<file path="config.mk">
export PLATFORM = sky130hd
export DESIGN_NAME = mc_stream_fifo
export DESIGN_NICKNAME = d
export VERILOG_FILES = /design/src/rtl/mc_fifo_pkg.sv /design/src/rtl/mc_fifo_chan.sv /design/src/rtl/mc_stream_fifo.sv
export SDC_FILE = /design/constraint.sdc
export NUM_CORES = 1
export LEC_CHECK = 0
export CORE_MARGIN = 2
export CORE_UTILIZATION = 31
export CTS_BUF_LIST = sky130_fd_sc_hd__clkbuf_8
export DETAILED_ROUTE_END_ITERATION = 8
export SLEW_MARGIN = 30
export SYNTH_ARGS = -nofsm -noshare
export SYNTH_HDL_FRONTEND = slang
export SYNTH_SLANG_ARGS = --single-unit
</file>
<file path="constraint.sdc">
create_clock -name clk -period 9.2 [get_ports clk]
set_clock_uncertainty 0.2 [all_clocks]
set_input_delay 2.76 -clock clk [delete_from_list [all_inputs] [get_ports clk]]
set_output_delay 2.76 -clock clk [all_outputs]
set_load 0.01 [all_outputs]
</file>
<file path="src/rtl/mc_fifo_pkg.sv">
// Shared width helpers for the multi-channel stream FIFO.
// Pointer/count typedefs are declared in the modules from these helpers.
package mc_fifo_pkg;

    function automatic int clog2(input int n);
        int r;
        r = 0;
        while ((1 << r) < n) r++;
        return (r < 1) ? 1 : r;
    endfunction

    function automatic int ptr_w(input int depth);
        return clog2(depth);
    endfunction

    function automatic int cnt_w(input int depth, input int out_reg);
        return clog2(depth + out_reg + 1);
    endfunction

endpackage

</file>
<file path="src/rtl/mc_fifo_chan.sv">
// One circular FIFO channel with flush, almost-full and optional output slot.
// Latency: 1 cycle (OUT_REG=0) or 2 cycles (OUT_REG=1), one pop per cycle sustained.
// Backpressure: wr_ready drops only on a full memory; pop never opens a slot in the same cycle.
module mc_fifo_chan
    import mc_fifo_pkg::*;
#(
    parameter int DEPTH      = 4,
    parameter int DATA_WIDTH = 64,
    parameter int AFULL_TH   = 3,
    parameter int OUT_REG    = 0
) (
    input  logic                                clk,
    input  logic                                arst_n,
    input  logic                                flush,
    input  logic                                wr_valid,
    input  logic [DATA_WIDTH-1:0]               wr_data,
    output logic                                wr_ready,
    output logic                                rd_valid,
    output logic [DATA_WIDTH-1:0]               rd_data,
    input  logic                                rd_ready,
    output logic [cnt_w(DEPTH, OUT_REG)-1:0]    count,
    output logic                                almost_full
);

    localparam int PTR_W  = ptr_w(DEPTH);
    localparam int MCNT_W = cnt_w(DEPTH, 0);
    localparam int CNT_W  = cnt_w(DEPTH, OUT_REG);

    typedef logic [PTR_W-1:0]  ptr_t;
    typedef logic [MCNT_W-1:0] mcnt_t;
    typedef logic [CNT_W-1:0]  cnt_t;

    logic [DATA_WIDTH-1:0] mem [DEPTH];
    ptr_t  rd_pt;
    ptr_t  wr_pt;
    mcnt_t mem_cnt;
    logic  mem_empty;
    logic  push;
    logic  pop_mem;

    function automatic ptr_t next_pt(input ptr_t p);
        return (p == ptr_t'(DEPTH - 1)) ? '0 : ptr_t'(p + 1'b1);
    endfunction

    assign mem_empty = (mem_cnt == '0);
    assign wr_ready  = (mem_cnt != mcnt_t'(DEPTH));
    assign push      = wr_valid && wr_ready;

    always_ff @(posedge clk or negedge arst_n) begin
        if (!arst_n) begin
            rd_pt   <= '0;
            wr_pt   <= '0;
            mem_cnt <= '0;
        end else if (flush) begin
            rd_pt   <= '0;
            wr_pt   <= '0;
            mem_cnt <= '0;
        end else begin
            if (push)    wr_pt <= next_pt(wr_pt);
            if (pop_mem) rd_pt <= next_pt(rd_pt);
            case ({push, pop_mem})
                2'b10:   mem_cnt <= mem_cnt + 1'b1;
                2'b01:   mem_cnt <= mem_cnt - 1'b1;
                default: mem_cnt <= mem_cnt;
            endcase
        end
    end

    // Storage carries no reset; only the bookkeeping above decides what is valid.
    always_ff @(posedge clk) begin
        if (push && !flush) mem[wr_pt] <= wr_data;
    end

    if (OUT_REG == 0) begin : g_fwft
        assign rd_valid = !mem_empty;
        assign rd_data  = rd_valid ? mem[rd_pt] : '0;
        assign pop_mem  = rd_valid && rd_ready;
        assign count    = cnt_t'(mem_cnt);
    end else begin : g_oreg
        logic                  slot_vld;
        logic [DATA_WIDTH-1:0] slot_dat;
        logic                  load;

        // Refill on the same edge the slot is drained to keep one pop per cycle.
        assign load    = !mem_empty && (!slot_vld || rd_ready);
        assign pop_mem = load;

        always_ff @(posedge clk or negedge arst_n) begin
            if (!arst_n) begin
                slot_vld <= 1'b0;
                slot_dat <= '0;
            end else if (flush) begin
                slot_vld <= 1'b0;
            end else if (load) begin
                slot_vld <= 1'b1;
                slot_dat <= mem[rd_pt];
            end else if (rd_ready) begin
                slot_vld <= 1'b0;
            end
        end

        assign rd_valid = slot_vld;
        assign rd_data  = slot_dat;
        assign count    = cnt_t'(mem_cnt) + cnt_t'(slot_vld);
    end

    assign almost_full = (count >= cnt_t'(AFULL_TH));

endmodule

</file>
<file path="src/rtl/mc_stream_fifo.sv">
// Multi-channel lane buffer: NUM_CH independent FIFO channels between vector lanes and SMU.
// Latency: 1 cycle FWFT, 2 cycles with OUT_REG=1.
// Backpressure: per-channel wr_ready from memory fullness only; channels never interact.
module mc_stream_fifo
    import mc_fifo_pkg::*;
#(
    parameter int NUM_CH     = 4,
    parameter int DEPTH      = 4,
    parameter int DATA_WIDTH = 64,
    parameter int AFULL_TH   = 3,
    parameter int OUT_REG    = 0
) (
    input  logic                                           clk,
    input  logic                                           arst_n,
    input  logic [NUM_CH-1:0]                              flush_i,
    input  logic [NUM_CH-1:0]                              wr_valid_i,
    input  logic [NUM_CH-1:0][DATA_WIDTH-1:0]              wr_data_i,
    output logic [NUM_CH-1:0]                              wr_ready_o,
    output logic [NUM_CH-1:0]                              rd_valid_o,
    output logic [NUM_CH-1:0][DATA_WIDTH-1:0]              rd_data_o,
    input  logic [NUM_CH-1:0]                              rd_ready_i,
    output logic [NUM_CH-1:0][cnt_w(DEPTH, OUT_REG)-1:0]   count_o,
    output logic [NUM_CH-1:0]                              almost_full_o
);

    for (genvar c = 0; c < NUM_CH; c++) begin : g_ch
        mc_fifo_chan #(
            .DEPTH      (DEPTH),
            .DATA_WIDTH (DATA_WIDTH),
            .AFULL_TH   (AFULL_TH),
            .OUT_REG    (OUT_REG)
        ) u_chan (
            .clk         (clk),
            .arst_n      (arst_n),
            .flush       (flush_i[c]),
            .wr_valid    (wr_valid_i[c]),
            .wr_data     (wr_data_i[c]),
            .wr_ready    (wr_ready_o[c]),
            .rd_valid    (rd_valid_o[c]),
            .rd_data     (rd_data_o[c]),
            .rd_ready    (rd_ready_i[c]),
            .count       (count_o[c]),
            .almost_full (almost_full_o[c])
        );
    end

endmodule
</file>
==> flow_summary.yaml <==
die:
  num_rows: 133
  io_pins: 550
  die_h_um: 368
  initial_core_util: 0.312
  die_area_mm2: 0.135
  coreArea_mm2: 0.131
  die_w_um: 368
detailed_routing:
  avgViaCountPerCell: 4.65
  drt_iter0_drc: 1337
  dr.pass1.iters: 5
  final_antenna_net_count: 0
  drc: 0
  num_vias: 20700
  wl_per_cell_um: 21.7
  wl_um: 96600
finish:
  utilization: 0.392
  area_delta_synth_final_pct: 25.7
  final_nets: 2841
  fin_area_mm2: 0.0516
  multiInputGateArea_mm2: 0.00881
  final_common_cell: "edfxtp_1"
  n_fill_cell: 11800
  drive_above_1_share: 0.197
  layout_common_cells: "edfxtp_1 (1024), clkdlybuf4s50_1 (548), and2_1 (259)"
  regArea_mm2: 0.0315
synth:
  synthTopCellsByArea: "edfxtp_1 (75%), mux4_2 (14%), and2_1 (4.2%), dfrtp_1 (1.7%), ha_1 (0.61%)"
  synth_cell_types: 44
  synth_area_leader_cell: "edfxtp_1"
  synthCells: 1909
  yosysSeqAreaShare: 0.767
  synth_top_area_share: 0.750
  netlist_area_mm2: 0.0410
  synth_seq_cells: 1052
  ys.flop_type: "edfxtp_1"
  synth_fp_nets: 2203
  ys_warn_count: 0
  synth_edf_count: 1024
  async_reset_ff_frac: 0.0266
  syn_area_per_cell_um2: 21.5
placed_design:
  place_ws_ns: 3.18
  portBuffers: 549
  post_dp_cell_area_mm2: 0.0483
  dp_hpwl_um: 60100
  globalplace.congestion: 0.748
min_path:
  hold_depth: 2
  hold_end: "g_ch[3].u_chan.wr_pt[0]"
  hp-class: "register to register"
  min_from: "g_ch[3].u_chan.wr_pt[0]"
worst_setup_path:
  critical_path_buf_inv_count: 2
  critPathArrivalTime_ns: 3.79
  start_kind: "register"
  worstPathCellList: "buf_4, mux4_2, and2_1, clkdlybuf4s50_1"
  crit_path_max_incr_delay_ns: 0.87
  timing_worst_setup_path_type: "register to primary output"
  regToRegStartpoint: "g_ch[1].u_chan.count[0]"
  cp_max_fo: 35
  r2r-end: "g_ch[1].u_chan.count[2]"
  rrSetupSlack_ns: 5.88
  critical-path-top-delay-family: "buffers and inverters"
  end_kind: "primary output"
  cp_slowest_cell: "dfrtp_4"
  required_ns: 6.24
  reg2regPathDepth: 8
sta:
  rsz0062_at_grt: "false"
  slew_headroom: 0.419
  fin_tns_setup_ns: 0
  fin_crit_sh: 0.733
  fmax_mhz: 148
  finalSetupViolCount: 0
  hold_violations: 0
  tightest_slew_ns: 0.871
  setup_ws_ns: 2.45
  slew_violations: 0
  fin_crit_ns: 6.75
cts:
  cts-buffers-inserted: 175
  post_cts_resized: 0
  ctsLongestPathBuffers: 3
  clock_latency_ns: 0.89
  post_cts_buffers: 0
  htree_levels: 4
  clk_pin_slew_ns: 0.06
  ctsHoldBuffers: 0
  clock-sinks: 1052
  tritoncts: "built"
  root_buffer: "clkbuf_8"
grt:
  grt.overflow.total: 0
  grt_pass1_wl_um: 144000
  track_usage: 0.141
  grt_pass1_vias: 22300
  antenna_found_initial: 12
  grt_max_degree: 67
status:
  status: "complete, no violations"
power:
  static-leakage-power_uw: 0.0165
  power.density_mw_per_mm2: 217
  irDropWorstVdd_v: 0.000127
run:
  drv_cap: 0
-- cells in the mapped netlist, types with 5 or more instances --
cell type and instances:
ha_1 20, nand3_1 13, mux2i_1 5, inv_1 25, o21ai_0 19, dfrtp_1 28
nor2_1 21, a21oi_1 16, nand2_1 14, nand3b_1 5, buf_4 14, buf_6 20
mux4_2 256, and2_1 275, buf_2 42, or3_1 8, edfxtp_1 1024, clkbuf_1 36
a31oi_1 6
-- worst max path at each step --
stage                            startpoint                  endpoint  slack [ns]  cells past startpoint
floorplan                     wr_valid_i[3]  g_ch[3].u_chan.mem[0][0]        3.79                      4
global placement    g_ch[0].u_chan.rd_pt[0]             rd_data_o[13]        3.18                      4
detailed placement  g_ch[3].u_chan.rd_pt[0]            rd_data_o[204]        3.18                      4
CTS                 g_ch[1].u_chan.rd_pt[0]            rd_data_o[122]        2.15                      4
global route        g_ch[0].u_chan.rd_pt[0]             rd_data_o[13]        2.05                      4
finish              g_ch[1].u_chan.rd_pt[0]            rd_data_o[122]        2.45                      4
-- sequential cells by signal, indices dropped and copies added, names as in the netlist --
register and cells:
g_ch.u_chan.mem 1024, g_ch.u_chan.count 12, g_ch.u_chan.rd_pt 8, g_ch.u_chan.wr_pt 8
-- tightest hold or removal path: cells and delay by family, from the launching register on --
kind	cells	cell delay (ns)
AOI/OAI and AO/OA	2	0.16
DFF	1	0.41
-- power by group --
group,switching (uW),internal (uW),total [uW]
Sequential,107,5430,5530
Clock,1850,1930,3780
Combinational,869,1000,1870
Total,2830,8360,11200
-- routing by layer --
metal,wire (um),vias to the layer above,track usage
li1,-,9025,-
met3,6890,144,0.0472
met4,2070,14,0.0458
met1,38600,10800,0.172
met5,82,-,0
met2,48900,659,0.236
-- logic make-up (layout without fill, tap and decap cells) --
| group | Yosys count | after routing | synth area share |
|---|---|---|---|
| other cells | 0 | 3 | 0 |
| compound gates | 71 | 71 | 0.0114 |
| fa+ha+maj | 24 | 24 | 0.00805 |
| flops | 1052 | 1052 | 0.767 |
| simple gates | 355 | 355 | 0.0520 |
| buf+inv | 142 | 920 | 0.0192 |
| xor+xnor | 4 | 4 | 0.000854 |
| mux | 261 | 261 | 0.142 |
-- cell type report --
class | instances | share of cell area
Inverter | 25 | 0.00182
Multi-Input combinational cell | 715 | 0.171
Timing Repair Buffer | 578 | 0.112
Tap cell | 1755 | 0.0426
Clock buffer | 182 | 0.0486
Antenna cell | 3 | 0.000146
Sequential cell | 1052 | 0.610
Clock inverter | 135 | 0.0138
-- per-stage QoR --
step,power (uW),hold slack (ns),instances
after floorplan,6560,0.357,1909
after global placement,7510,0.369,4124
after detailed placement,7540,0.397,4124
after CTS,11400,0.407,4441
after global routing,11700,0.431,4445
final,11200,0.409,4445
Power figures use the tool's default switching activity.
